File: config.mk
export PLATFORM = sky130hd
export DESIGN_NAME = cache_arbiter_n
export DESIGN_NICKNAME = d
export VERILOG_FILES = /design/src/rtl/cache_arb_pkg.sv /design/src/rtl/rr_arbiter.sv /design/src/rtl/cache_arbiter_n.sv
export SDC_FILE = /design/constraint.sdc
export NUM_CORES = 1
export LEC_CHECK = 0
export BUFFER_PORTS_ARGS = -buffer_cell sky130_fd_sc_hd__buf_2
export CORE_MARGIN = 2
export CORE_UTILIZATION = 51
export CTS_BUF_LIST = sky130_fd_sc_hd__clkbuf_16
export DETAILED_ROUTE_END_ITERATION = 12
export PLACE_DENSITY_LB_ADDON = 0.25
export SLEW_MARGIN = 20
export SYNTH_ARGS = -nofsm -noshare
export SYNTH_HDL_FRONTEND = slang
export SYNTH_SLANG_ARGS = --single-unit
File: constraint.sdc
create_clock -name clk -period 3 [get_ports clk]
set_input_delay 0.3 -clock clk [delete_from_list [all_inputs] [get_ports clk]]
set_output_delay 0.3 -clock clk [all_outputs]
set_load 0.02 [all_outputs]
File: src/rtl/cache_arb_pkg.sv
// Shared types and constants for the cache fill arbiter.
// Holds the FSM state enum, default parameters and the word stride.
package cache_arb_pkg;

    typedef enum logic [1:0] {
        ST_IDLE  = 2'd0,
        ST_WRITE = 2'd1,
        ST_FILL  = 2'd2
    } arb_state_e;

    localparam int DEF_NUM_PORTS       = 2;
    localparam int DEF_WORDS_PER_BLOCK = 8;
    localparam int DEF_ADDR_W          = 16;
    localparam int DEF_DATA_W          = 16;

    // Byte distance between consecutive 16-bit words.
    localparam int WORD_STRIDE = 2;

endpackage

File: src/rtl/rr_arbiter.sv
// Combinational grant picker: request vector (+ pointer) -> one-hot grant.
// Ports: req_i requests, ptr_i last granted index (round-robin build only),
//   gnt_o one-hot grant.
// Macro CACHE_ARB_ROUND_ROBIN_EN selects round-robin; otherwise lowest
// index wins and there is no pointer input.
module rr_arbiter #(
    parameter int N  = 2,
    parameter int PW = (N > 1) ? $clog2(N) : 1
) (
    input  logic [N-1:0]  req_i,
`ifdef CACHE_ARB_ROUND_ROBIN_EN
    input  logic [PW-1:0] ptr_i,
`endif
    output logic [N-1:0]  gnt_o
);

    logic found;

    always_comb begin
        gnt_o = '0;
        found = 1'b0;
`ifdef CACHE_ARB_ROUND_ROBIN_EN
        // Scan from the port after the pointer, wrapping.
        for (int k = 1; k <= N; k++) begin
            for (int j = 0; j < N; j++) begin
                if (!found && req_i[j] &&
                    (((int'(ptr_i) + k) % N) == j)) begin
                    gnt_o[j] = 1'b1;
                    found    = 1'b1;
                end
            end
        end
`else
        for (int j = 0; j < N; j++) begin
            if (!found && req_i[j]) begin
                gnt_o[j] = 1'b1;
                found    = 1'b1;
            end
        end
`endif
    end

endmodule

File: src/rtl/cache_arbiter_n.sv
// Arbitrates cache block fills from N ports and write-throughs onto one
// pipelined memory port (one request/cycle, fixed read latency).
// Ports: clk, rst (async high); miss_req/miss_addr per port; wr_req/
//   wr_addr/wr_data -> wr_ack; fill_data/fill_addr with one-hot
//   fill_data_we/fill_tag_we; stall_n; mem_* memory interface.
// Macro CACHE_ARB_ROUND_ROBIN_EN: round-robin grant instead of fixed.
module cache_arbiter_n
    import cache_arb_pkg::*;
#(
    parameter int NUM_PORTS       = DEF_NUM_PORTS,
    parameter int WORDS_PER_BLOCK = DEF_WORDS_PER_BLOCK,
    parameter int ADDR_W          = DEF_ADDR_W,
    parameter int DATA_W          = DEF_DATA_W
) (
    input  logic                        clk,
    input  logic                        rst,
    input  logic [NUM_PORTS-1:0]        miss_req,
    input  logic [NUM_PORTS*ADDR_W-1:0] miss_addr,
    input  logic                        wr_req,
    input  logic [ADDR_W-1:0]           wr_addr,
    input  logic [DATA_W-1:0]           wr_data,
    output logic                        wr_ack,
    output logic [DATA_W-1:0]           fill_data,
    output logic [ADDR_W-1:0]           fill_addr,
    output logic [NUM_PORTS-1:0]        fill_data_we,
    output logic [NUM_PORTS-1:0]        fill_tag_we,
    output logic                        stall_n,
    output logic [ADDR_W-1:0]           mem_addr,
    output logic [DATA_W-1:0]           mem_wdata,
    output logic                        mem_enable,
    output logic                        mem_wr,
    input  logic [DATA_W-1:0]           mem_rdata,
    input  logic                        mem_data_valid
);

    localparam int CW = $clog2(WORDS_PER_BLOCK) + 1;
    localparam int PW = (NUM_PORTS > 1) ? $clog2(NUM_PORTS) : 1;

    // Block offset bits: log2(W) word bits plus the byte-in-word bit.
    localparam logic [ADDR_W-1:0] LOW_MASK = ADDR_W'((1 << CW) - 1);
    localparam logic [CW-1:0] LAST   = CW'(WORDS_PER_BLOCK - 1);
    localparam logic [CW-1:0] NWORDS = CW'(WORDS_PER_BLOCK);
    localparam logic [ADDR_W-1:0] STRIDE = ADDR_W'(WORD_STRIDE);

    arb_state_e state_q, state_d;

    logic [CW-1:0]        issue_q, issue_d;
    logic [CW-1:0]        recv_q, recv_d;
    logic [NUM_PORTS-1:0] grant_q, grant_d;
    logic [ADDR_W-1:0]    base_q, base_d;
    logic [ADDR_W-1:0]    wr_addr_q, wr_addr_d;
    logic [DATA_W-1:0]    wr_data_q, wr_data_d;

    logic [NUM_PORTS-1:0] gnt;
    logic [ADDR_W-1:0]    sel_addr;
    logic                 last_word;

`ifdef CACHE_ARB_ROUND_ROBIN_EN
    logic [PW-1:0] ptr_q, ptr_d;
    logic [PW-1:0] gnt_idx;

    rr_arbiter #(.N(NUM_PORTS), .PW(PW)) u_arb (
        .req_i (miss_req),
        .ptr_i (ptr_q),
        .gnt_o (gnt)
    );

    always_comb begin
        gnt_idx = '0;
        for (int j = 0; j < NUM_PORTS; j++) begin
            if (gnt[j]) gnt_idx = PW'(j);
        end
    end
`else
    rr_arbiter #(.N(NUM_PORTS), .PW(PW)) u_arb (
        .req_i (miss_req),
        .gnt_o (gnt)
    );
`endif

    always_comb begin
        sel_addr = '0;
        for (int j = 0; j < NUM_PORTS; j++) begin
            if (gnt[j]) sel_addr = miss_addr[j*ADDR_W +: ADDR_W];
        end
    end

    assign last_word = (state_q == ST_FILL) && mem_data_valid &&
                       (recv_q == LAST);

    // State register.
    always_ff @(posedge clk or posedge rst) begin
        if (rst) state_q <= ST_IDLE;
        else     state_q <= state_d;
    end

    // Next-state logic; writes take precedence over fills.
    always_comb begin
        state_d = state_q;
        unique case (state_q)
            ST_IDLE: begin
                if (wr_req)         state_d = ST_WRITE;
                else if (|miss_req) state_d = ST_FILL;
            end
            ST_WRITE: state_d = ST_IDLE;
            ST_FILL:  if (last_word) state_d = ST_IDLE;
            default:  state_d = ST_IDLE;
        endcase
    end

    // Datapath next-state.
    always_comb begin
        issue_d   = issue_q;
        recv_d    = recv_q;
        grant_d   = grant_q;
        base_d    = base_q;
        wr_addr_d = wr_addr_q;
        wr_data_d = wr_data_q;
`ifdef CACHE_ARB_ROUND_ROBIN_EN
        ptr_d     = ptr_q;
`endif
        unique case (state_q)
            ST_IDLE: begin
                if (wr_req) begin
                    wr_addr_d = wr_addr;
                    wr_data_d = wr_data;
                end else if (|miss_req) begin
                    grant_d = gnt;
                    base_d  = sel_addr & ~LOW_MASK;
                    issue_d = '0;
                    recv_d  = '0;
`ifdef CACHE_ARB_ROUND_ROBIN_EN
                    ptr_d   = gnt_idx;
`endif
                end
            end
            ST_FILL: begin
                if (issue_q < NWORDS) issue_d = issue_q + CW'(1);
                if (mem_data_valid)   recv_d  = recv_q + CW'(1);
            end
            default: ;
        endcase
    end

    always_ff @(posedge clk or posedge rst) begin
        if (rst) begin
            issue_q   <= '0;
            recv_q    <= '0;
            grant_q   <= '0;
            base_q    <= '0;
            wr_addr_q <= '0;
            wr_data_q <= '0;
`ifdef CACHE_ARB_ROUND_ROBIN_EN
            ptr_q     <= PW'(NUM_PORTS - 1);
`endif
        end else begin
            issue_q   <= issue_d;
            recv_q    <= recv_d;
            grant_q   <= grant_d;
            base_q    <= base_d;
            wr_addr_q <= wr_addr_d;
            wr_data_q <= wr_data_d;
`ifdef CACHE_ARB_ROUND_ROBIN_EN
            ptr_q     <= ptr_d;
`endif
        end
    end

    // Output logic.
    always_comb begin
        wr_ack       = 1'b0;
        fill_data    = '0;
        fill_addr    = '0;
        fill_data_we = '0;
        fill_tag_we  = '0;
        mem_addr     = '0;
        mem_wdata    = '0;
        mem_enable   = 1'b0;
        mem_wr       = 1'b0;
        unique case (state_q)
            ST_WRITE: begin
                mem_enable = 1'b1;
                mem_wr     = 1'b1;
                mem_addr   = wr_addr_q;
                mem_wdata  = wr_data_q;
                wr_ack     = 1'b1;
            end
            ST_FILL: begin
                if (issue_q < NWORDS) begin
                    mem_enable = 1'b1;
                    mem_addr   = base_q + STRIDE * ADDR_W'(issue_q);
                end
                if (mem_data_valid) begin
                    fill_data    = mem_rdata;
                    fill_addr    = base_q + STRIDE * ADDR_W'(recv_q);
                    fill_data_we = grant_q;
                end
                if (last_word) fill_tag_we = grant_q;
            end
            default: ;
        endcase
    end

    assign stall_n = ~((state_q != ST_IDLE) | (|miss_req));

endmodule
# == Yosys cells after proc, flatten, opt, wreduce, memory -nomap -nowiden ==
# Cells that the tools add are included.
# Widths: inputs -> output; s select.
# totals
word_cells,65
output_inout_bits,72
in_bits,86
ff_bits,56
# classes
muxes,28
n_eq_ne,9
n_addsub,4
n_bitwise,3
n_lt_le_gt_ge,1
reduce_logical,13
# op_table
op,count
$mux 16,8
$add 16x5->16,2
$pmux 16 s2,1
$mux 4,4
$pmux 4 s2,2
$mux 2,7
$add 4x1->4 const B,2
$ne 2x2->1 const B,4
$reduce_and 4->1,2
$eq 4x3->1 const B,1
$lt 4x4->1 const B,1
$mux 1,4
$pmux 2 s2,1
$reduce_and 2->1,2
$reduce_bool 2->1,2
$logic_and 1x1->1,3
$ne 3x3->1 const B,1
$reduce_and 3->1,1
$eq 2x1->1 const B,1
$eq 2x2->1 const B,1
$logic_not 2->1,1
$ne 2x1->1 const B,1
$not 1->1,2
$pmux 1 s2,1
3 further kinds,3

# == Depth between registers and ports, before layout ==
# Gate-level depths: netlist (run 1).
# depth
depth_word,5
mapped_depth,8
mapped_depth_nobuf,5

# == Modules after synthesis ==
# From an unflattened synthesis (run 1), not the netlist that was laid out.
# unflattened
hier_cells,330
area_unflattened_um2,3266.9
# modules_own_cells
mod,n_inst,area_per_inst_um2,seq_area_each_um2,cells_each
cache_arbiter_n,1,3245.6,1401.3,328
rr_arbiter,1,21.3,0.0,2

# == Worst setup path after synthesis (run 1) ==
# Ideal clock, no wire load.
# synth_timing
kind,flip-flop to output port
startpoint,register state_q[1]
endpoint,output port mem_addr[14]
slack_ns,0.775
required_ns,2.700
path_stages_with_launch,7
t_arrival_ns,1.925
cell_sequence,dfrtp_1 -> inv_1 -> ha_1 -> clkbuf_1 -> clkbuf_1 -> a21oi_1 -> nor3b_1
# synth_between
elab_chain_len,2
elab_cells_between_ends,3
classes_between,eq/ne: 2; mux: 1
# synth_lines
item,line,text
start: declaration,cache_arbiter_n.sv:45,"arb_state_e state_q, state_d;"
start signal: assignment,cache_arbiter_n.sv:94,else state_q <= state_d;
$eq 2x2->1 / $eq 2x1->1 (equally long branches),cache_arbiter_n.sv:180,unique case (state_q)
$pmux 16 s2 *,cache_arbiter_n.sv:180,
end: declaration,cache_arbiter_n.sv:28,"output logic [ADDR_W-1:0] mem_addr,"
# Every way passes the cells marked *; elsewhere a longest branch is shown, timed or not.

# == Worst setup path in the final report (run 1) ==
# layout_timing
startpoint,register recv_q[3]
endpoint,output port fill_addr[14]
# layout_between
elab_chain_len,3
# layout_lines
item,line,text
start: declaration,cache_arbiter_n.sv:48,"logic [CW-1:0] recv_q, recv_d;"
start signal: assignment,cache_arbiter_n.sv:158,recv_q <= recv_d;
$add 16x5->16,cache_arbiter_n.sv:195,fill_addr = base_q + STRIDE * ADDR_W'(recv_q);
$mux 16,cache_arbiter_n.sv:193,if (mem_data_valid) begin
$mux 16,cache_arbiter_n.sv:180,
end: declaration,cache_arbiter_n.sv:24,"output logic [ADDR_W-1:0] fill_addr,"
# Every way passes these cells.

==> run metrics, run 1 <==
CP startpoint recv_q[3]; Hold WS 0.238 ns; ys async rst share 1.00; Worst Skew 0.00446 ns; CTS root buffer clkbuf_16; initial antenna violation count 0; r2r setup slk 1.12 ns; post-synthesis cell area 3320 µm²; Worst EP arrival 2.21 ns; post-synth net total 426; startpoint types flip-flop; Worst Path Max Fanout 7; synth top area cells dfrtp_1, mux2_2, and3_1; Post-Syn Area per Cell 9.97 µm²; Worst EP required 2.70 ns; Synth Instances 333; #FFs+latches synth 56; # rows 29; Port Buffers 148; drt initial violations 209; Main synth FF type dfrtp_1; synth warn 0; outcome finished clean; maximum clock rate 398 MHz; post-CTS setup buffer count 0; measured slew at the worst slew-check pin 0.554 ns; CP Capture Point fill_addr[14]; drt first pass iters 4; number of antenna diodes 0; Yosys top cell area share 0.422; total grt overflow 0; Peak supply drop 0.000515 V; Routed Antenna Nets 0; HPWL Detailed 6.31 mm; final RePlAce weighted congestion 0.855; clk_lat worst skew 0.29 ns; final WL 8.64 mm; Num CTS Buffers 5; layout cell share with drive strength beyond 1 0.426; largest net degree at the start of global routing 39; post-place setup slack 0.813 ns; Wirelength per Cell 15.9 µm; DRC 0; Worst-path clk slew 0.07 ns; final worst path period share 0.838; final slew viol count 0; Yosys cell types 44; Initial Util 0.526; CTS resizes 0; sequential-to-total area share from yosys stat 0.422; hold-fix buffers at CTS 1; Core ar. 6310 µm²; Finish-stage setup viols 0; routed via count 3115; PD cells 959 nW/µm²; MaxCap Viol Count 0; Critical-path top delay cell or4_1; Die Wd 84.7 µm; post-route minimum period 2.51 ns; Reg2Reg Depth 5; Setup TNS 0 ns; nets 561; Yosys top cell by area dfrtp_1; GRT Resource Usage Total 0.241; RSZ-0062 raised after global routing false; Crit. path cell count 6; Most Frequent Cell on Critical Path ha_1; crit path cell chain ha_1 -> ha_1 -> nand3_2 -> or4_1 -> a21oi_1 -> buf_2; worst flop-to-flop path endpoint recv_q[3]; first-pass GRT wire length 14.2 mm; Lkg Pwr 2.16 nW; critical path type flip-flop to primary output; Slew HR 0.630; CP top delay family simple AND/OR/NAND/NOR gates; H-tree depth 2; die outline height 84.7 µm; Clock Sinks 56; I/O pins 158; Hold Vio Cnt, Final 0; Post-synth EDFFs 0; CTS max path bufs 2; setup ws final 0.485 ns; Cells after DPL 537; R2R Path Start state_q[0]; Finished Layout Cells 544; area delta synth->final 28.0%; CP Buf/Inv Count 1; crit end category primary output; CTS tree built; Slowest Stage Delay on Critical Path 0.51 ns; Vias/cell 5.73; Die ar. 7170 µm²; number of global-route vias before repair 2950; Hold Crit Class input port to flip-flop
-- through the flow --
step / util / power [mW] / cell area (µm²)
after floorplan: - / 2.85 / 3320
after global placement: 0.647 / 3.37 / 4090
after detailed placement: 0.647 / 3.44 / 4090
after CTS: 0.673 / 4.09 / 4250
after global routing: 0.673 / 4.36 / 4250
final: 0.673 / 4.07 / 4250
-- cell families (layout without fill, tap and decap cells) --
family	Yosys count	in the layout	synth area share
and+or+nand+nor	113	113	0.202
AOI/OAI and AO/OA	84	84	0.182
DFF	56	56	0.422
buffers and inverters	36	170	0.0467
muxes	33	33	0.112
adders and majority gates	7	7	0.0264
xor gates and xnor gates	3	3	0.00791
other	1	1	0.00113
-- synthesized netlist by cell type (2+ instances only) --
| library cell | number |
|---|---|
| o31ai_1 | 6 |
| a2111o_1 | 3 |
| buf_2 | 10 |
| nor2_1 | 5 |
| dfrtp_1 | 56 |
| buf_4 | 2 |
| o21ai_0 | 3 |
| nand4_1 | 2 |
| a2bb2oi_1 | 12 |
| clkbuf_1 | 16 |
| o31a_1 | 3 |
| inv_1 | 8 |
| o22ai_1 | 13 |
| or4_1 | 4 |
| nor3b_1 | 3 |
| nor2b_1 | 15 |
| o211ai_1 | 10 |
| a21oi_1 | 15 |
| nor2_2 | 2 |
| nand2_1 | 12 |
| nand2b_1 | 5 |
| and2_1 | 18 |
| ha_1 | 7 |
| and3_1 | 25 |
| or3_1 | 2 |
| mux2_2 | 32 |
| xor2_1 | 2 |
| a22oi_1 | 13 |
| nand3_1 | 14 |
-- sequential cells by signal, indices dropped and copies added (netlist names) --
signal     count
wr_addr_q     16
wr_data_q     16
base_q        12
issue_q        4
recv_q         4
grant_q        2
state_q        2
-- power breakdown --
group	internal, mW	total, mW	switching (mW)
combinational	0.883	1.98	1.10
clock	0.385	0.638	0.253
sequential	1.12	1.45	0.336
-- worst min-delay path by stage --
stage,endpoint,cells after the start,startpoint
after CTS,wr_data_q[9],2,wr_data[9]
final,wr_data_q[9],2,wr_data[9]
after global placement,wr_data_q[14],2,rst
after detailed placement,wr_data_q[14],2,rst
after floorplan,wr_addr_q[12],1,wr_addr[12]
after global routing,wr_addr_q[11],2,wr_addr[11]
-- final cells by class --
type                       instances  area (µm²)
clock buffer                       5         125
clock inverter                     1        30.0
fill                             494        2060
inverter                           8        30.0
multi-input combinational        241        1760
sequential                        56        1400
tap                               77        96.3
timing repair buffer             156         803
-- cell usage in the layout (no fill, tap or decap), drive strengths merged, types with 2 or more instances in the layout --
master,netlist,layout
nand2,12,12
o31ai,6,6
xor2,2,2
nor2b,15,15
o31a,3,3
o211ai,10,10
mux2,32,32
inv,8,8
dfrtp,56,56
or3,2,2
o22ai,13,13
clkbuf,16,5
nand2b,5,5
nor2,7,7
a22oi,13,13
a2111o,3,3
nand3,15,15
and2,18,18
and3,25,25
nor3b,3,3
or4,4,4
a2bb2oi,12,12
a21oi,15,15
buf,12,155
nand4,3,3
o21ai,3,3
ha,7,7
-- per-layer routing --
metal,global-route usage,share of wire,up-vias
met5,0,0,-
met4,0.0476,0.010,0
met3,0.0442,0.079,7
met2,0.403,0.47,143
met1,0.332,0.44,1467
li1,-,-,1498
Note: power is estimated with default switching activity, not from simulation.
==> run 2: changes to the inputs <==
--- a/config.mk
+++ b/config.mk
@@ -7,7 +7,7 @@
 export LEC_CHECK = 0
 export BUFFER_PORTS_ARGS = -buffer_cell sky130_fd_sc_hd__buf_2
 export CORE_MARGIN = 2
-export CORE_UTILIZATION = 51
+export CORE_UTILIZATION = 47
 export CTS_BUF_LIST = sky130_fd_sc_hd__clkbuf_16
 export DETAILED_ROUTE_END_ITERATION = 12
 export PLACE_DENSITY_LB_ADDON = 0.25
==> constraint.sdc (replaced) <==
create_clock -name clk -period 2.32 [get_ports clk]
set_input_delay 0.232 -clock clk [delete_from_list [all_inputs] [get_ports clk]]
set_output_delay 0.232 -clock clk [all_outputs]
set_load 0.02 [all_outputs]
==> run metrics, run 2 (synthesized netlist as in run 1, its figures left out) <==
layout cell share with drive strength beyond 1 0.443 (was 0.426); critical path type flip-flop to primary output (unchanged); crit end category primary output (unchanged); H-tree depth 2 (unchanged); final slew viol count 0 (unchanged); Hold Crit Class input port to flip-flop (unchanged); initial antenna violation count 0 (unchanged); PD cells 1210 nW/µm² (was 959 nW/µm²); Initial Util 0.486 (was 0.526); Hold Path Depth 2 (unchanged); Worst-path clk slew 0.07 ns (about the same); die outline height 88.1 µm (was 84.7 µm); final worst path period share 0.949; Finish-stage setup viols 0 (unchanged); Wirelength per Cell 15.2 µm (was 15.9 µm); biggest regs wr_addr_q: 16 flops, wr_data_q: 16 flops, base_q: 12 flops (unchanged); GRT Resource Usage Total 0.220 (was 0.241); r2r setup slk 0.60 ns (was 1.12 ns); number of antenna diodes 0 (unchanged); total grt overflow 0 (unchanged); largest net degree at the start of global routing 34 (was 39); Clock Sinks 56 (unchanged); number of global-route vias before repair 2890 (was 2950); Setup TNS 0 ns (unchanged); design area 4340 µm² (was 4250 µm²); final RePlAce weighted congestion 0.895 (was 0.855); Worst Skew 0.00727 ns (was 0.00446 ns); HPWL Detailed 6.45 mm (was 6.31 mm); RSZ-0062 raised after global routing false (unchanged); Reg2Reg Depth 5 (unchanged); maximum clock rate 454 MHz; worst hold start wr_addr[10] (was wr_data[9]); Worst EP required 2.09 ns (was 2.70 ns); first-pass GRT wire length 13.5 mm (was 14.2 mm); setup ws final 0.118 ns (was 0.485 ns); startpoint types flip-flop (unchanged); area of the multi-input gates 1790 µm² (was 1760 µm²); Hold Vio Cnt, Final 0 (unchanged); Core ar. 6830 µm² (was 6310 µm²); R2R Path Start state_q[0] (unchanged); I/O pins 158 (unchanged); Vias/cell 5.50 (was 5.73); Hold WS 0.167 ns (was 0.238 ns); Die Wd 88.1 µm (was 84.7 µm); Seq. cell area 1400 µm² (about the same); drt first pass iters 4 (unchanged); MaxCap Viol Count 0 (unchanged); post-place setup slack 0.214 ns (was 0.813 ns); most frequent cells in the layout buf_2, dfrtp_1, mux2_2 (unchanged); routed via count 3137 (was 3115); drt initial violations 105 (was 209); Port Buffers 148 (unchanged); Die ar. 7750 µm² (was 7170 µm²); placed instance area 4150 µm² (was 4090 µm²); Routed Antenna Nets 0 (unchanged); fill cell count 627 (was 494); most common cell after layout, fill and taps aside buf_2 (unchanged); Design Power 5.26 mW (was 4.07 mW); outcome finished clean (unchanged); nets 566 (was 561); CTS root buffer clkbuf_16 (unchanged); worst flop-to-flop path endpoint wr_data_q[7] (was recv_q[3]); Peak supply drop 0.000471 V (was 0.000515 V); clk_lat worst skew 0.29 ns (about the same); CTS tree built (unchanged); area delta synth->final 30.8% (was 28.0%); # rows 30 (was 29); Num CTS Buffers 5 (unchanged); final WL 8.64 mm (about the same); Worst EP arrival 1.97 ns (was 2.21 ns); Worst Path Max Fanout 7 (unchanged); Lkg Pwr 2.18 nW (was 2.16 nW); post-route minimum period 2.20 ns; hold endpoint wr_addr_q[10] (was wr_data_q[9]); DRC 0 (unchanged); CTS max path bufs 2 (unchanged)
## run 2: cell count changes in the layout (fill, tap and decap cells not counted), sizes merged
cell    before  now
buf        155  160
bufinv       1    0
clkinv       0    2
inv          8    9
## run 2: routing by layer
| layer | track usage | wire [µm] | vias up |
|---|---|---|---|
| met1 | 0.286 | 3780 | 1453 |
| met3 | 0.0490 | 725 | 10 |
| met5 | 0 | 0 | - |
| li1 | - | - | 1515 |
| met4 | 0.0523 | 90 | 0 |
| met2 | 0.375 | 4040 | 159 |
## run 2: area by class of cell
cell class,count,area share
multi-input combinational,241,0.412
timing repair buffer,161,0.198
sequential,56,0.323
clock inverter,3,0.00403
tap,96,0.0276
clock buffer,5,0.0288
inverter,8,0.00691
## run 2: per-stage QoR
step	utilization	instances
after CTS	0.632	570
after floorplan	-	333
after detailed placement	0.608	560
after global routing	0.636	570
after global placement	0.608	560
final	0.636	570
## run 2: where the power goes
group | switching (mW) | leakage (nW) | total (mW) | internal, mW
Clock | 0.343 | 0.0716 | 0.742 | 0.399
Combinational | 1.43 | 1.45 | 2.64 | 1.21
Sequential | 0.430 | 0.661 | 1.88 | 1.45
## run 2: worst max-delay path, cell delays in order (launching register included)
cell     delay [ns]
dfrtp_1        0.35
ha_2           0.24
ha_4           0.17
nand3_4        0.10
or4_1          0.48
a21oi_1        0.17
buf_4          0.17
## run 2: timing repair
action | in CTS | in global routing
hold endpoints to repair | 16 | 0
hold buffers | 1 | 0
setup buffers | 1 | 0
setup endpoints to repair | 2 | 3
resized for setup | 1 | 8
## run 2: worst max-delay path by stage
stage | slack [ns] | from | endpoint | depth (start not counted)
2_1_floorplan | 0.16 | state_q[1] | mem_addr[14] | 6
3_3_place_gp | 0.26 | recv_q[3] | fill_addr[14] | 6
3_5_place_dp | 0.21 | recv_q[3] | fill_addr[14] | 6
4_1_cts | 0.007 | recv_q[3] | fill_addr[14] | 6
5_1_grt | 0.02 | recv_q[3] | fill_addr[13] | 5
6_report | 0.12 | recv_q[3] | fill_addr[14] | 6
==> run 3: changes to the inputs <==
--- a/config.mk
+++ b/config.mk
@@ -5,6 +5,7 @@
 export SDC_FILE = /design/constraint.sdc
 export NUM_CORES = 1
 export LEC_CHECK = 0
+export ABC_AREA = 1
 export BUFFER_PORTS_ARGS = -buffer_cell sky130_fd_sc_hd__buf_2
 export CORE_MARGIN = 2
 export CORE_UTILIZATION = 47
==> run metrics, run 3 <==
maximum clock rate 466 MHz (was 454 MHz); most common cell after layout, fill and taps aside buf_2 (unchanged); Yosys top cell area share 0.415 (was 0.422); post-CTS setup buffer count 0 (was 1); Hold WS 0.108 ns (was 0.167 ns); count leader, synth nand2_1 (was dfrtp_1); Lkg Pwr 2.47 nW (was 2.18 nW); Worst EP required 2.09 ns (about the same); crit end category primary output (unchanged); layout cell share with drive strength beyond 1 0.369 (was 0.443); r2r setup slk 0.42 ns (was 0.60 ns); Pint 2.71 mW (was 3.05 mW); Main synth FF type dfrtp_1 (unchanged); final WL 8.44 mm (was 8.64 mm); post-route minimum period 2.15 ns (was 2.20 ns); Worst EP arrival 1.91 ns (was 1.97 ns); CTS tree built (unchanged); outcome finished clean (unchanged); R2R Path Start state_q[0] (unchanged); most frequent cells in the layout buf_2, nand2_1, inv_1 (was buf_2, dfrtp_1, mux2_2); CTS max path bufs 2 (unchanged); Yosys top cell by area dfrtp_1 (unchanged); post-layout util 0.632 (was 0.636); total grt overflow 0 (unchanged); Worst Skew 0.0106 ns (was 0.00727 ns); initial antenna violation count 0 (unchanged); Peak supply drop 0.000505 V (was 0.000471 V); Synth Instances 432 (was 333); Finish-stage setup viols 0 (unchanged); measured slew at the worst slew-check pin 0.707 ns; drt initial violations 219 (was 105); final slew viol count 0 (unchanged); Switching Fraction 0.445 (was 0.419); Slew HR 0.529; Clock Power Share 0.154 (was 0.141); I/O pins 158 (unchanged); Wirelength per Cell 12.6 µm (was 15.2 µm); Num CTS Buffers 5 (unchanged); sequential share of power 0.352 (was 0.357); synth top area cells dfrtp_1, mux2_2, nand2_1 (was dfrtp_1, mux2_2, and3_1); H-tree depth 2 (unchanged); Routed Antenna Nets 0 (unchanged); CTS root buffer clkbuf_16 (unchanged); Yosys cell types 31 (was 44); PD cells 1120 nW/µm² (was 1210 nW/µm²); clk_lat worst skew 0.29 ns (about the same); critical path type flip-flop to primary output (unchanged); Reg2Reg Depth 9 (was 5); routed via count 3268 (was 3137); Hold Crit Class input port to async pin (was input port to flip-flop); largest net degree at the start of global routing 57 (was 34); Die Wd 88.7 µm (was 88.1 µm); Post-synth EDFFs 0 (unchanged); Post-Syn Area per Cell 7.81 µm² (was 9.97 µm²); GRT Resource Usage Total 0.219 (was 0.220); hold-fix buffers at CTS 0 (was 1); RSZ-0062 raised after global routing false (unchanged); most instantiated cells after synthesis nand2_1, inv_1, dfrtp_1, nor2_1, mux2_2 (was dfrtp_1, mux2_2, and3_1, and2_1, clkbuf_1); Port Buffers 148 (unchanged); Clock Sinks 56 (unchanged); Psw 2.17 mW (was 2.20 mW); startpoint types flip-flop (unchanged); sequential-to-total area share from yosys stat 0.415 (was 0.422); Design Power 4.88 mW (was 5.26 mW); area delta synth->final 28.7% (was 30.8%); drt first pass iters 4 (unchanged); biggest regs wr_addr_q: 16 flops, wr_data_q: 16 flops, base_q: 12 flops (unchanged); worst flop-to-flop path endpoint issue_q[1] (was wr_data_q[7]); number of antenna diodes 0 (unchanged); # rows 30 (unchanged); final worst path period share 0.925 (was 0.949); post-synthesis cell area 3370 µm² (was 3320 µm²); first-pass GRT wire length 13.6 mm (was 13.5 mm); Vias/cell 4.88 (was 5.50); Hold Vio Cnt, Final 0 (unchanged); synth warn 0 (unchanged); Die ar. 7870 µm² (was 7750 µm²); MaxCap Viol Count 0 (unchanged); die outline height 88.7 µm (was 88.1 µm); Worst Path Max Fanout 18 (was 7); post-synth net total 525 (was 426); Setup TNS 0 ns (unchanged); nets 666 (was 566); DRC 0 (unchanged); Core ar. 6870 µm² (was 6830 µm²); Initial Util 0.491 (was 0.486); ys async rst share 1.00 (unchanged); number of global-route vias before repair 3027 (was 2890); setup ws final 0.174 ns (was 0.118 ns); Comb power frac 0.494 (was 0.502); final RePlAce weighted congestion 0.847 (was 0.895); post-place setup slack 0.429 ns (was 0.214 ns); HPWL Detailed 6.52 mm (was 6.45 mm); Worst-path clk slew 0.08 ns (was 0.07 ns); #FFs+latches synth 56 (unchanged)
[run 3: repair_timing]
| item | 4_1_cts | 5_1_grt |
|---|---|---|
| endpoints found under the setup margin | 0 | 16 |
| resized for setup | 0 | 5 |
| endpoints found under the hold margin | 0 | 0 |
[run 3: layer usage]
| metal | share of wire | vias up | track usage |
|---|---|---|---|
| met5 | 0 | - | 0 |
| met4 | 0.014 | 0 | 0.0634 |
| met3 | 0.036 | 9 | 0.0280 |
| met2 | 0.54 | 90 | 0.390 |
| met1 | 0.41 | 1525 | 0.279 |
| li1 | - | 1644 | - |
[run 3: cells by family (layout without fill, tap and decap cells)]
logic type | Yosys count | count (layout) | share of synthesized area
flip-flops | 56 | 56 | 0.415
buffers and inverters | 103 | 245 | 0.122
multiplexers | 32 | 32 | 0.107
AND/OR/NAND/NOR | 178 | 178 | 0.230
XOR/XNOR | 1 | 1 | 0.00260
AO/OA/AOI/OAI | 54 | 54 | 0.0968
other | 1 | 1 | 0.00111
adder cells (fa/ha/maj) | 7 | 7 | 0.0260
[run 3: area by class of cell]
type,instances,area (µm²)
multi-input combinational,273,1570
inverter,84,328
timing repair buffer,153,778
clock inverter,3,21.3
tap,96,120
clock buffer,5,125
fill,616,2530
sequential,56,1400
[run 3: critical path: stages, from the launching register on]
cell	delay, ns
dfrtp_1	0.40
inv_1	0.08
ha_1	0.29
nand2_1	0.13
clkinvlp_4	0.23
o21ai_0	0.15
a21oi_1	0.14
buf_2	0.19
[run 3: worst max path at each step]
stage,to,slack (ns),start,depth (start not counted)
after floorplan,mem_addr[10],0.42,state_q[1],6
after CTS,mem_addr[8],0.1,state_q[0],7
final,mem_addr[8],0.17,state_q[0],7
after global routing,mem_addr[8],0.0006,state_q[0],7
after global placement,mem_addr[8],0.45,state_q[0],7
after detailed placement,mem_addr[8],0.43,state_q[0],7
[run 3: power groups by stage]
stage	clock, mW	sequential (mW)	combinational, mW
finish	0.751	1.72	2.41
global route	0.816	1.78	2.67
CTS	0.764	1.72	2.41
detailed placement	0	1.74	2.40
global placement	0	1.71	2.35
floorplan	0	1.63	1.82
[run 3: per-stage QoR]
stage          cells  area, µm²
2_1_floorplan    432       3370
3_3_place_gp     662       4180
3_5_place_dp     662       4180
4_1_cts          670       4330
5_1_grt          670       4340
6_report         670       4340
